`config.mk`:
```
export PLATFORM = sky130hd
export DESIGN_NAME = seq_alu
export DESIGN_NICKNAME = d
export VERILOG_FILES = /design/src/rtl/alu_pkg.sv /design/src/rtl/div_iter.sv /design/src/rtl/seq_alu.sv
export SDC_FILE = /design/constraint.sdc
export NUM_CORES = 2
export LEC_CHECK = 0
export CORE_MARGIN = 4
export CORE_UTILIZATION = 25
export DETAILED_ROUTE_END_ITERATION = 7
export MAX_ROUTING_LAYER = met4
export PLACE_DENSITY_LB_ADDON = 0.12
export SLEW_MARGIN = 5
export SYNTH_ARGS = -nofsm -noshare
export SYNTH_HDL_FRONTEND = slang
export SYNTH_SLANG_ARGS = --single-unit
```
`constraint.sdc`:
```
create_clock -name clk -period 11.85 [get_ports clk]
set_input_delay 2.37 -clock clk [delete_from_list [all_inputs] [get_ports clk]]
set_output_delay 2.37 -clock clk [all_outputs]
set_load 0.03 [all_outputs]
```
`src/rtl/alu_pkg.sv`:
```
// alu_pkg: shared types for seq_alu.
//   op_e    - op_code encoding
//   err_e   - err_code encoding
//   state_e - control FSM states
package alu_pkg;

    typedef enum logic [3:0] {
        OP_ADD  = 4'h0,
        OP_SUB  = 4'h1,
        OP_MUL  = 4'h2,
        OP_DIV  = 4'h3,
        OP_MOD  = 4'h4,
        OP_AND  = 4'h5,
        OP_NAND = 4'h6,
        OP_NOR  = 4'h7,
        OP_NOTA = 4'h8,
        OP_OR   = 4'h9,
        OP_XNOR = 4'hA,
        OP_XOR  = 4'hB,
        OP_CLR  = 4'hC,
        OP_SET  = 4'hD,
        OP_HOLD = 4'hE,
        OP_EXP  = 4'hF
    } op_e;

    typedef enum logic [1:0] {
        ERR_NONE = 2'b00,
        ERR_DIV0 = 2'b01,
        ERR_OVF  = 2'b10,
        ERR_ILL  = 2'b11
    } err_e;

    typedef enum logic [1:0] {
        ST_IDLE = 2'd0,
        ST_BUSY = 2'd1,
        ST_DONE = 2'd2
    } state_e;

endpackage

```
`src/rtl/div_iter.sv`:
```
// div_iter: unsigned restoring divider, one quotient bit per step.
//   clk, rst  - clock, synchronous active-high reset
//   start     - load dividend/divisor and perform the first step in the same cycle
//   step      - perform one further step on the held state
//   dividend, divisor - operands (sampled only with start)
//   quotient, remainder - valid after WIDTH steps (start counts as one)
// The divisor must be non-zero; the caller filters divide-by-zero.
module div_iter #(
    parameter int WIDTH = 32
) (
    input  logic             clk,
    input  logic             rst,
    input  logic             start,
    input  logic             step,
    input  logic [WIDTH-1:0] dividend,
    input  logic [WIDTH-1:0] divisor,
    output logic [WIDTH-1:0] quotient,
    output logic [WIDTH-1:0] remainder
);
    logic [WIDTH-1:0] rem_q, rem_d, quo_q, quo_d, dvs_q, dvs_d;
    logic [WIDTH-1:0] rem_in, quo_in, dvs_in;
    logic [WIDTH:0]   trial;
    logic             take;

    always_comb begin
        // On start the step works straight off the operands so the first
        // quotient bit is produced in the acceptance cycle.
        rem_in = start ? '0 : rem_q;
        quo_in = start ? dividend : quo_q;
        dvs_in = start ? divisor : dvs_q;
        // quo doubles as the dividend shift register: its MSB feeds the remainder.
        trial  = {rem_in, quo_in[WIDTH-1]};
        take   = (trial >= {1'b0, dvs_in});
        rem_d  = rem_q;
        quo_d  = quo_q;
        dvs_d  = dvs_q;
        if (start || step) begin
            rem_d = take ? WIDTH'(trial - {1'b0, dvs_in}) : trial[WIDTH-1:0];
            quo_d = {quo_in[WIDTH-2:0], take};
            dvs_d = dvs_in;
        end
    end

    always_ff @(posedge clk) begin
        if (rst) begin
            rem_q <= '0;
            quo_q <= '0;
            dvs_q <= '0;
        end else begin
            rem_q <= rem_d;
            quo_q <= quo_d;
            dvs_q <= dvs_d;
        end
    end

    assign quotient  = quo_q;
    assign remainder = rem_q;

endmodule

```
`src/rtl/seq_alu.sv`:
```
// seq_alu: sequential ALU with accumulator, iterative divide/modulo and
// optional iterative exponent.
//   clk, rst           - clock, synchronous active-high reset
//   in_valid/in_ready  - request handshake (accept when both high)
//   op_code, in_a, in_b, acc_sel - request; acc_sel picks acc as operand B
//   out_valid          - one-cycle result strobe (no backpressure)
//   result, err_code   - held until the next out_valid
//   acc_out            - accumulator (loads result on error-free completion)
// Build option: define SEQ_ALU_EXP_EN to build the square-and-multiply
// exponent for op F; otherwise op F returns err_code 11.
module seq_alu
    import alu_pkg::*;
#(
    parameter int WIDTH = 32
) (
    input  logic             clk,
    input  logic             rst,
    input  logic             in_valid,
    output logic             in_ready,
    input  logic [3:0]       op_code,
    input  logic [WIDTH-1:0] in_a,
    input  logic [WIDTH-1:0] in_b,
    input  logic             acc_sel,
    output logic             out_valid,
    output logic [WIDTH-1:0] result,
    output logic [1:0]       err_code,
    output logic [WIDTH-1:0] acc_out
);
    localparam int CW = $clog2(WIDTH + 1);

    state_e             state_q, state_d;
    op_e                op_in, op_q, op_d;
    err_e               err_q, err_d, sc_err;
    logic [CW-1:0]      cnt_q, cnt_d;
    logic [WIDTH-1:0]   result_q, result_d, acc_q, acc_d;
    logic               out_valid_q, out_valid_d;
    logic [WIDTH-1:0]   op_b, sum, diff, sc_res, quo, rem;
    logic [2*WIDTH-1:0] prod;
    logic               accept, iterative, last, busy, div_start, div_step;

    assign op_in  = op_e'(op_code);
    assign op_b   = acc_sel ? acc_q : in_b;
    assign accept = in_valid && in_ready;
    assign busy   = (state_q == ST_BUSY);
    // cnt is 1 in the first BUSY cycle; WIDTH marks the completing cycle.
    assign last   = (cnt_q == CW'(WIDTH));
`ifdef SEQ_ALU_EXP_EN
    assign iterative = ((op_in == OP_DIV || op_in == OP_MOD) && op_b != '0) || op_in == OP_EXP;
`else
    assign iterative = (op_in == OP_DIV || op_in == OP_MOD) && op_b != '0;
`endif

    // ---------------- FSM ----------------
    always_ff @(posedge clk) begin
        if (rst) state_q <= ST_IDLE;
        else     state_q <= state_d;
    end

    always_comb begin
        state_d = state_q;
        case (state_q)
            ST_IDLE, ST_DONE: begin
                if (accept) state_d = iterative ? ST_BUSY : ST_DONE;
                else        state_d = ST_IDLE;
            end
            ST_BUSY: if (last) state_d = ST_DONE;
            default: state_d = ST_IDLE;
        endcase
    end

    always_comb begin
        in_ready = (state_q != ST_BUSY);
    end

    // ---------------- single-cycle ops ----------------
    assign sum  = in_a + op_b;
    assign diff = in_a - op_b;
    assign prod = {{WIDTH{1'b0}}, in_a} * {{WIDTH{1'b0}}, op_b};

    always_comb begin
        sc_res = '0;
        sc_err = ERR_NONE;
        case (op_in)
            OP_ADD: begin
                sc_res = sum;
                if (in_a[WIDTH-1] == op_b[WIDTH-1] && sum[WIDTH-1] != in_a[WIDTH-1])
                    sc_err = ERR_OVF;
            end
            OP_SUB: begin
                sc_res = diff;
                if (in_a[WIDTH-1] != op_b[WIDTH-1] && diff[WIDTH-1] != in_a[WIDTH-1])
                    sc_err = ERR_OVF;
            end
            OP_MUL: begin
                sc_res = prod[WIDTH-1:0];
                if (prod[2*WIDTH-1:WIDTH] != '0) sc_err = ERR_OVF;
            end
            // Only reaches this path with a zero divisor.
            OP_DIV, OP_MOD: sc_err = ERR_DIV0;
            OP_AND:  sc_res = in_a & op_b;
            OP_NAND: sc_res = ~(in_a & op_b);
            OP_NOR:  sc_res = ~(in_a | op_b);
            OP_NOTA: sc_res = ~in_a;
            OP_OR:   sc_res = in_a | op_b;
            OP_XNOR: sc_res = ~(in_a ^ op_b);
            OP_XOR:  sc_res = in_a ^ op_b;
            OP_CLR:  sc_res = '0;
            OP_SET:  sc_res = '1;
            OP_HOLD: sc_res = acc_q;
            default: sc_err = ERR_ILL; // op F without the exponent unit
        endcase
    end

    // ---------------- divider ----------------
    assign div_start = accept && (op_in == OP_DIV || op_in == OP_MOD) && op_b != '0;
    assign div_step  = busy && !last;

    div_iter #(.WIDTH(WIDTH)) u_div (
        .clk       (clk),
        .rst       (rst),
        .start     (div_start),
        .step      (div_step),
        .dividend  (in_a),
        .divisor   (op_b),
        .quotient  (quo),
        .remainder (rem)
    );

`ifdef SEQ_ALU_EXP_EN
    // ---------------- exponent (left-to-right square-and-multiply) ----------------
    // Intermediates are exact powers of A with exponent <= B until the first
    // overflow, so a sticky flag on any overflowing product is exact.
    logic [WIDTH-1:0]   exp_res_q, exp_res_d, exp_e_q, exp_e_d, exp_base_q, exp_base_d;
    logic [WIDTH-1:0]   er_in, ee_in, eb_in;
    logic               exp_ov_q, exp_ov_d, eo_in, exp_start;
    logic [2*WIDTH-1:0] sq, mp;

    assign exp_start = accept && op_in == OP_EXP;

    always_comb begin
        er_in = exp_start ? WIDTH'(1) : exp_res_q;
        ee_in = exp_start ? op_b      : exp_e_q;
        eb_in = exp_start ? in_a      : exp_base_q;
        eo_in = exp_start ? 1'b0      : exp_ov_q;
        sq    = {{WIDTH{1'b0}}, er_in} * {{WIDTH{1'b0}}, er_in};
        mp    = {{WIDTH{1'b0}}, sq[WIDTH-1:0]} * {{WIDTH{1'b0}}, eb_in};
        exp_res_d  = exp_res_q;
        exp_e_d    = exp_e_q;
        exp_base_d = exp_base_q;
        exp_ov_d   = exp_ov_q;
        if (exp_start || div_step) begin
            exp_res_d  = ee_in[WIDTH-1] ? mp[WIDTH-1:0] : sq[WIDTH-1:0];
            exp_ov_d   = eo_in || (sq[2*WIDTH-1:WIDTH] != '0) ||
                         (ee_in[WIDTH-1] && mp[2*WIDTH-1:WIDTH] != '0);
            exp_e_d    = ee_in << 1;
            exp_base_d = eb_in;
        end
    end

    always_ff @(posedge clk) begin
        if (rst) begin
            exp_res_q  <= '0;
            exp_e_q    <= '0;
            exp_base_q <= '0;
            exp_ov_q   <= 1'b0;
        end else begin
            exp_res_q  <= exp_res_d;
            exp_e_q    <= exp_e_d;
            exp_base_q <= exp_base_d;
            exp_ov_q   <= exp_ov_d;
        end
    end
`endif

    // ---------------- result / accumulator ----------------
    always_comb begin
        result_d    = result_q;
        err_d       = err_q;
        acc_d       = acc_q;
        out_valid_d = 1'b0;
        cnt_d       = cnt_q;
        op_d        = op_q;
        if (busy) begin
            if (last) begin
                out_valid_d = 1'b1;
                err_d       = ERR_NONE;
                case (op_q)
                    OP_DIV:  result_d = quo;
                    OP_MOD:  result_d = rem;
`ifdef SEQ_ALU_EXP_EN
                    default: begin
                        result_d = exp_res_q;
                        if (exp_ov_q) err_d = ERR_OVF;
                    end
`else
                    default: result_d = '0;
`endif
                endcase
                if (err_d == ERR_NONE) acc_d = result_d;
            end else begin
                cnt_d = cnt_q + 1'b1;
            end
        end else if (accept) begin
            op_d  = op_in;
            cnt_d = CW'(1);
            if (!iterative) begin
                out_valid_d = 1'b1;
                result_d    = sc_res;
                err_d       = sc_err;
                if (sc_err == ERR_NONE) acc_d = sc_res;
            end
        end
    end

    always_ff @(posedge clk) begin
        if (rst) begin
            result_q    <= '0;
            err_q       <= ERR_NONE;
            acc_q       <= '0;
            out_valid_q <= 1'b0;
            cnt_q       <= '0;
            op_q        <= OP_ADD;
        end else begin
            result_q    <= result_d;
            err_q       <= err_d;
            acc_q       <= acc_d;
            out_valid_q <= out_valid_d;
            cnt_q       <= cnt_d;
            op_q        <= op_d;
        end
    end

    assign out_valid = out_valid_q;
    assign result    = result_q;
    assign err_code  = err_q;
    assign acc_out   = acc_q;

endmodule

```
**Word-level counts from Yosys, hierarchy flattened**

Index checks and enable logic that the tools add are counted.

- Add/subtract/negate cells: 4
- $mul: 1
- Order comparisons: 1
- Eq/ne operators: 27
- Muxes and demuxes: 34
- Bitwise operators: 8
- Reduce and logical (&&, ||, !) cells: 24

Operators with widths:

| operator | count |
|---|---|
| 2-to-1 mux 32 bit | 13 |
| one-hot mux 32 bit (12 select lines) | 1 |
| inverter 32 bit | 4 |
| multiplier 32 x 32 -> 64 bit | 1 |
| one-hot mux 32 bit (2 select lines) | 1 |
| nonzero test 32 bit | 2 |
| subtractor 32 bit | 2 |
| >= comparator 33 x 32 -> 1 bit | 1 |
| adder 32 bit | 1 |
| AND 32 bit | 1 |
| OR 32 bit | 1 |
| bitwise XOR 32 bit | 1 |
| == test 4 bit, second input constant | 7 |
| == test 4 x 3 -> 1 bit, second input constant | 5 |
| 2-to-1 mux 2 bit | 10 |
| 2-to-1 mux 6 bit | 3 |
| == test 4 x 2 -> 1 bit, second input constant | 3 |
| one-hot mux 2 bit (5 select lines) | 1 |
| OR reduction 10 bit | 1 |
| logical AND 1 bit | 7 |
| adder 6 x 1 -> 6 bit, second input constant | 1 |
| == test 6 bit, second input constant | 1 |
| == test 4 x 1 -> 1 bit, second input constant | 1 |
| logical NOT 2 bit | 2 |
| other kinds (17) | 28 |

- Register bits after elaboration: 175
- Input bits: 72
- Output and inout bits: 68
- Word-level logic and storage cells: 109

**Longest topological paths before layout**

- Word-level depth: 11
- Mapped depth: 38
- Depth with buffers taken out: 31

**By module**

A second synthesis with hierarchy kept.

- Cell total of the unflattened synthesis: 5,920
- Area, all modules: 48,500.3 sq um

Modules (own cells, without submodules):

| module | instances | cells each | area each (sq um) | sequential area each (sq um) |
|---|---|---|---|---|
| seq_alu | 1 | 5,169 | 42,386.9 | 1,581.5 |
| div_iter | 1 | 751 | 6,113.4 | 1,921.8 |

**Least setup slack after synthesis**

No wires, ideal clock.

- Path kind: input -> register
- From: in acc_sel
- To: reg acc_q[28], in the netlist acc_out[28]
- Setup time: 121 ps
- Arrival time: 11,273 ps
- Data required time: 11,729 ps
- Path slack: 456 ps
- Cell stages on the path: 30
- Buffers on the path: 4
- Cell sequence: buf_2 -> buf_1 -> mux2i_1 -> clkinv_1 -> clkbuf_1 -> ha_1 -> inv_1 -> fa_1 -> fa_1 -> fa_1 -> fa_1 -> fa_1 -> fa_1 -> fa_1 -> fa_1 -> inv_1 -> ha_1 -> buf_4 -> a21oi_2 -> o21ai_2 -> a32oi_1 -> a21oi_1 -> a2111oi_2 -> nand4_1 -> a2111oi_2 -> nand4_2 -> a2111oi_4 -> nand4_2 -> nand3_2 -> mux2_2

- Longest elaborated chain between the ends: 9
- Elaborated cells on any way between the ends: 32
- Those cells by class: add/sub (2); mul (1); eq/ne (5); mux (10); bitwise (6); reduce/logical (8)

Ends and longest elaborated chain:

| what | line | RTL |
|---|---|---|
| start: declaration | seq_alu.sv:23 | `input logic acc_sel,` |
| 2-to-1 mux 32 bit * | seq_alu.sv:42 | `assign op_b = acc_sel ? acc_q : in_b;` |
| parallel branches: the longest is 8 deep, another holds multiplier 32 x 32 -> 64 bit | n/a |  |
| end signal: assignment | seq_alu.sv:219 | `acc_q <= '0;` |
| end signal: assignment | seq_alu.sv:226 | `acc_q <= acc_d;` |
| end: declaration | seq_alu.sv:35 | `logic [WIDTH-1:0] result_q, result_d, acc_q, acc_d;` |

Every way passes the cells marked *. The select of a mux whose other input is x is not followed.
A chain may end at the register's enable or synchronous reset.

**Worst setup path in the final report**

- From: in in_b[11]
- To: reg acc_q[14], in the netlist acc_out[14]

- Longest elaborated chain between the ends: 9
- Elaborated cells on any way between the ends: 24
- Those cells by class: add/sub (2); mul (1); eq/ne (3); mux (10); reduce/logical (8)

Ends and longest elaborated chain:

| what | line | RTL |
|---|---|---|
| start: declaration | seq_alu.sv:22 | `input logic [WIDTH-1:0] in_b,` |
| 2-to-1 mux 32 bit * | seq_alu.sv:42 |  |
| parallel branches: the longest is 8 deep, another holds multiplier 32 x 32 -> 64 bit | n/a |  |

Marked as above.

==> impl_results.md <==
* Outcome: complete, no violations
* CP max stage cell: fa_1
* Area growth, synth to finish at 20.0%
* Residual DRC at 0
* Largest family of logic cells by synthesized area: adder cells
* Post-Syn Area at 48500 um2
* Syn_nets at 7373
* Horiz. Die Dim at 449 um
* Initial DRT Pass Iterations at 5
* Clock latency at the later pin of the worst-skew pair at 0.45 ns
* GRT Total Usage at 25.7%
* Std cell rows at 161
* Layout cell share with drive strength beyond 1 at 12.3%
* DR vias at 46200
* Post-synthesis simple-gate area fraction at 17.9%
* Max incr delay on CP at 0.59 ns
* Reg2Reg Depth at 29
* Ys Warns at 0
* Initial drt markers at 3915
* First-pass GRT wire length at 364 mm
* Synth top cells by count: 986 x nor2_1, 898 x fa_1, 858 x inv_1, 683 x nand2_1, 394 x ha_1
* Hold buffer count at cts at 0
* Mux cell area share after synthesis at 1.18%
* Reg2Reg Launch Point: acc_out[13]$_SDFFE_PP0P_
* Reg2Reg Setup Slack at 1.96 ns
* Hold path startpoint: result[30]$_SDFFE_PP0P_
* CTS tree: built
* F_max at 0.0861 GHz
* Seq/Total Area, Yosys at 7.22%
* Placed Instances at 8902
* Cell mode on critical path: fa_1
* Maxcap violations at 0
* Final-report max-slew violation count at 0
* Most common cell in the netlist: nor2_1
* Top-area cell type share of the netlist area at 37.0%
* Routability cong. at 0.974
* Tcrit/Tclk final at 98.1%
* CTS root buffer: clkbuf_16
* Capturing element type of the critical path: flop
* Max FO, Critical Path at 29
* Core area at 193000 um2
* IO Pins at 140
* RR Endpoint: acc_out[14]$_SDFFE_PP0P_
* Hold path depth at 2
* FFs w/ async S/R, synth at 0%
* GR Layer Usage met3 at 1.83%
* Period minus WS final at 11.62 ns
* Met2 Use GR at 40.0%
* Final setup violation count at 0
* Post-synthesis compound-gate area fraction at 15.0%
* Synthesized flop and latch total at 175
* Slew @ Worst Pin at 1.22 ns
* Sink Count at 175
* Vias in the first global route at 47100
* WP buf/inv at 7
* PortBufs at 139
* HPWL reported at the end of detailed placement at 214 mm
* Hold EP: result[30]$_SDFFE_PP0P_
* WL final at 258 mm
* CP Launch Type: input pin
* Finished Layout Cells at 8940
* Met1 capacity usage during global routing at 35.8%
* Grt ovf at 0
* Number of enable flip-flop cells after synthesis at 0
* Clock skew at 0.0136 ns
* Mapped Cells at 6009
* Xor/xnor cell area share of the yosys netlist at 1.43%
* Largest net degree at the start of global routing at 95
* Clk slew on worst S/H paths at 0.08 ns
* Fin nets at 7763
* Top Usage Layer GRT: met2
* Rel. slew slack at 18.7%
* CP Class: in2reg
* Crit path required time at 12.21 ns
* Setup TNS at 0 ns
* CP arrival at 11.98 ns
* Area share of fa/ha/maj cells after synthesis at 47.2%
* Buffer depth of the longest clock path at 2
* Initial core utilization at 25.2%
* Initial antenna violation count at 18
* DR WL/cell at 28.8 um
* Die Height at 449 um
* Vias per Instance at 5.17
* Yosys cell types at 102
* Worst Hold Class: reg2reg
* Post-DRT Antenna Nets at 0
* Syn avg cell area at 8.08 um2
* Primary FF master, synth: dfxtp_1
* Final Hold Vio Count at 0
* DIE AREA at 201000 um2
* Ranking of synthesized cells by area: fa_1 37%, ha_1 10%, nor2_1 7.6%, dfxtp_1 7.2%, inv_1 6.6%
* TritonCTS Buffers at 17
* H-tree level count at 4
* Delay-heaviest family, CP: adder cells
* Area leader, netlist: fa_1
[worst min-delay path, cell delays in order, from the launching register on]
cell and delay (ns):
dfxtp_1 0.31, nand2_1 0.05, a21oi_1 0.05
[placed cells by master (no fill, tap or decap), types with 25 or more instances in the layout]
master           instances
a311oi_1                39
fa_1                   898
a211oi_1                86
clkdlybuf4s50_1        132
o21ai_0                159
a21oi_1                311
a22oi_1                 38
o22ai_1                 44
o21bai_1                25
ha_1                   392
nand3_1                 70
a21o_1                  42
nand4_1                 50
nor2b_1                 29
a31oi_1                 27
inv_1                  855
dfxtp_1                175
xnor2_1                 48
nor3_1                  46
nand2b_1                25
xor2_1                  31
o221ai_1                25
nand2_1                680
a221oi_1                36
and2_1                  38
buf_12                  79
buf_4                  545
nor2_1                 983
nor4_1                  56
mux2i_4                 26
[cell families (layout without fill, tap and decap cells)]
group / Yosys count / after routing
simple gates: 2062 / 2062
fa+ha+maj: 1292 / 1292
buf+inv: 1277 / 1680
compound gates: 1068 / 1068
flops: 175 / 175
xor+xnor: 79 / 79
mux: 56 / 56
other cells: 0 / 2
[per-stage QoR]
stage / hold slack, ns / util [%] / worst slack [ns] / area (um2)
floorplan: 0.434 / - / 0.456 / 48500
global placement: 0.443 / 29.8 / -0.746 / 57500
detailed placement: 0.452 / 29.8 / -0.688 / 57500
CTS: 0.462 / 30.1 / 0.0136 / 58100
global route: 0.499 / 30.2 / -0.0169 / 58200
finish: 0.458 / 30.2 / 0.230 / 58200
[flip-flops by register name (all words and copies together) (netlist names)]
name and count:
u_div.remainder 32, acc_out 32, u_div.quotient 32, err_code 2, result 32, cnt_q 6, u_div.dvs_q 32, op_q 4
out_valid 1, state_q 2
[per-layer routing]
metal | part of all wire, % | up-vias
li1 | - | 20200
met1 | 46 | 24100
met2 | 45 | 1623
met3 | 4.8 | 287
met4 | 3.8 | 0
met5 | 0 | -
[how the worst max path moves through the flow]
stage | from | endpoint | slack, ns | depth (start not counted)
2_1_floorplan | acc_sel | acc_out[28]$_SDFFE_PP0P_ | 0.46 | 30
3_3_place_gp | in_b[17] | acc_out[19]$_SDFFE_PP0P_ | -0.75 | 30
3_5_place_dp | acc_sel | acc_out[19]$_SDFFE_PP0P_ | -0.69 | 32
4_1_cts | acc_sel | acc_out[19]$_SDFFE_PP0P_ | 0.01 | 33
5_1_grt | in_b[12] | acc_out[13]$_SDFFE_PP0P_ | -0.02 | 33
6_report | in_b[11] | acc_out[14]$_SDFFE_PP0P_ | 0.23 | 30
[what timing repair did]
action                                  4_1_cts  5_1_grt
setup buffers                                 1        3
gates resized for setup                       3       26
endpoints found under the setup margin       32       32
pin swaps                                     1        2
[final cells by class]
type	count	area [um2]
clock buffers	19	453
well taps	2526	3160
inverters	883	3330
fillers	20700	135000
diodes	2	5.00
repair buffers	765	7080
clock inverters	13	126
multi-input cells	4557	40600
flip-flops and latches	175	3500
Power is not shown: default switching activity piles up to over one toggle a cycle in this logic, so the estimate is an artifact.
==> RTL change (same settings) <==
`result_q` no longer has a reset.
--- a/src/rtl/seq_alu.sv
+++ b/src/rtl/seq_alu.sv
@@ -215,5 +215,4 @@
     always_ff @(posedge clk) begin
         if (rst) begin
-            result_q    <= '0;
             err_q       <= ERR_NONE;
             acc_q       <= '0;
@@ -222,5 +221,4 @@
             op_q        <= OP_ADD;
         end else begin
-            result_q    <= result_d;
             err_q       <= err_d;
             acc_q       <= acc_d;
@@ -231,4 +229,8 @@
     end
 
+    always_ff @(posedge clk) begin
+        result_q <= result_d;
+    end
+
     assign out_valid = out_valid_q;
     assign result    = result_q;
Function: changed (a bounded check fails within 4 cycles, from zero or initial values and one cycle with rst high).
==> RTL change against the unedited design <==
Cell count up 0.13%; largest cell class unchanged; cell area is 1.0% higher; wire length fell by 3.2%; sequential cell count stayed put; die area decreased by 0.46%; global-route usage fell by 0.083 points; synthesized cell count shrank 1.2%; setup slack better by 0.0062 ns; synthesized area down 0.47%.
Power is left out: the tool's default activity adds up to more than one toggle a clock period on the data nets, which glitch-free logic cannot reach.
==> RTL change: results (changes against the unedited design) <==
MAX_STAGE_DELAY_NS=0.67  # +0.08 ns
CRIT_PATH_START='in_a[12]'
EDFF_COUNT_SYNTH=32  # +32
AREA_SHARE_NONCLK_BUFFERS_PCT=13.18  # +1.0 points
HOLD_DEPTH=1  # -1
MAPPEDNETLISTNETS=7300  # -0.99%
CELL_TYPES_WITH_THE_LARGEST_AREA_SHARE_AFTER_SYNTHESIS='fa_1 (37%), ha_1 (10%), nor2_1 (7.2%), inv_1 (6.6%), dfxtp_1 (5.9%)'
POST_SYNTH_INST_COUNT=5936  # -1.2%
GPL.FINAL_WEIGHTED_CONGESTION=0.9663  # -0.75%
GLOBAL_ROUTE.USAGE.TOTAL_PCT=25.62  # -0.083 points
ENDPOINT='acc_out[26]'
GRT_PASS1_VIAS=47540  # +0.95%
GRT_PASS1_WL_MICRONS=357800  # -1.8%
MULTI_INPUT_COMB_AREA_SQ_UM=40240  # -0.84%
PLACE_WS_NS=-0.9237  # -0.2355 ns
SYNTH.TOP_CELLS.BY_COUNT='nor2_1 (926), fa_1 (898), inv_1 (845), nand2_1 (709), ha_1 (394)'
BUFFERS_EXCL_CLOCK=842  # +10%
POSTCTSRESIZEDCELLS=5  # +2
STATUS='finished, final reports clean'
REGTOREGSETUPSLACK_NS=2.16  # +0.20 ns
SHARE_OF_THE_YOSYS_CHIP_AREA_BELONGING_TO_REGISTERS_PCT=7.915  # +0.70 points
NFILLCELLS=20610  # -0.55%
INITIAL_ANTENNA_VIOLATION_COUNT=17  # -1
LAYOUT_CELLS_SIZED_ABOVE_1_PCT=13.13  # +0.85 points
CLOCK_INSERTION_DELAY_AT_THE_LATER_PIN_OF_THE_SKEW_REPORT_NS=0.48  # +0.03 ns
XOR_XNOR_SHARE_OF_THE_SYNTHESIZED_AREA_PCT=1.469  # +0.043 points
SYNTH-COMPOUND-AREA-SHARE_PCT=14.75  # -0.24 points
CRITICAL-PATH-SLOWEST-CELL='clkdlybuf4s50_1'
LARGEST_NET_DEGREE_AT_THE_START_OF_GLOBAL_ROUTING=78  # -18%
INV_COUNT=867  # -1.8%
PLACEDINSTANCEAREA_SQ_UM=58000  # +0.86%
NUM-CLOCK-BUFFERS=17  # -2
REG2REG_FROM='acc_out[9]'
DETAILEDROUTE.FIRSTITERATIONVIOLATIONS=4421  # +13%
DESIGN.CORE.AREA_SQ_UM=192400  # -0.21%
DIODES_INSERTED=8  # +6
FIN_NETS=7770  # +0.090%
CLOCK_SKEW_AFTER_LAYOUT_NS=0.02342  # +0.009798 ns
CRITICAL_PATH.MAX_FANOUT=16  # -45%
SHARE_OF_SYNTHESIZED_AREA_SPENT_ON_MULTIPLEXERS_PCT=1.114  # -0.067 points
LAYOUT.AREA.SEQ_SQ_UM=3824  # +9.1%
DRT-TOTAL-WL_MICRONS=249400  # -3.2%
SYNTH-ADDER-AREA-SHARE_PCT=47.42  # +0.22 points
FIN_CELLS=8952  # +0.13%
LEAST_MARGIN_PIN_SLEW_NS=1.330  # +0.1108 ns
SYNTH-MAIN-FF-CELL='dfxtp_1'
==> RTL change: cell types whose count changed after synthesis, moves of 26 or more <==
cell / before / now
nand2_1: 683 / 709
buf_2: 44 / 18
o21ai_0: 160 / 192
edfxtp_1: 0 / 32
clkbuf_1: 304 / 339
dfxtp_1: 175 / 143
or3_1: 13 / 39
nor2_1: 986 / 926
nor4_1: 58 / 24
==> RTL change: how the worst min path moves through the flow <==
| stage | startpoint | to | slack, ns |
|---|---|---|---|
| CTS | state_q[0] | state_q[1] | 0.48 |
| global placement | state_q[0] | state_q[1] | 0.46 |
| detailed placement | state_q[0] | state_q[1] | 0.46 |
| global route | state_q[0] | state_q[1] | 0.50 |
| finish | state_q[0] | state_q[1] | 0.47 |
| floorplan | state_q[0] | state_q[1] | 0.43 |
==> RTL change: layer usage <==
layer,part of all wire (%),routed length (microns),up-vias,global-route usage (%)
li1,-,-,20180,-
met5,0,0,-,-
met4,3.9,9698,0,7.623
met3,6.3,15780,267,3.280
met2,44,110000,1694,39.04
met1,46,113800,23710,35.53
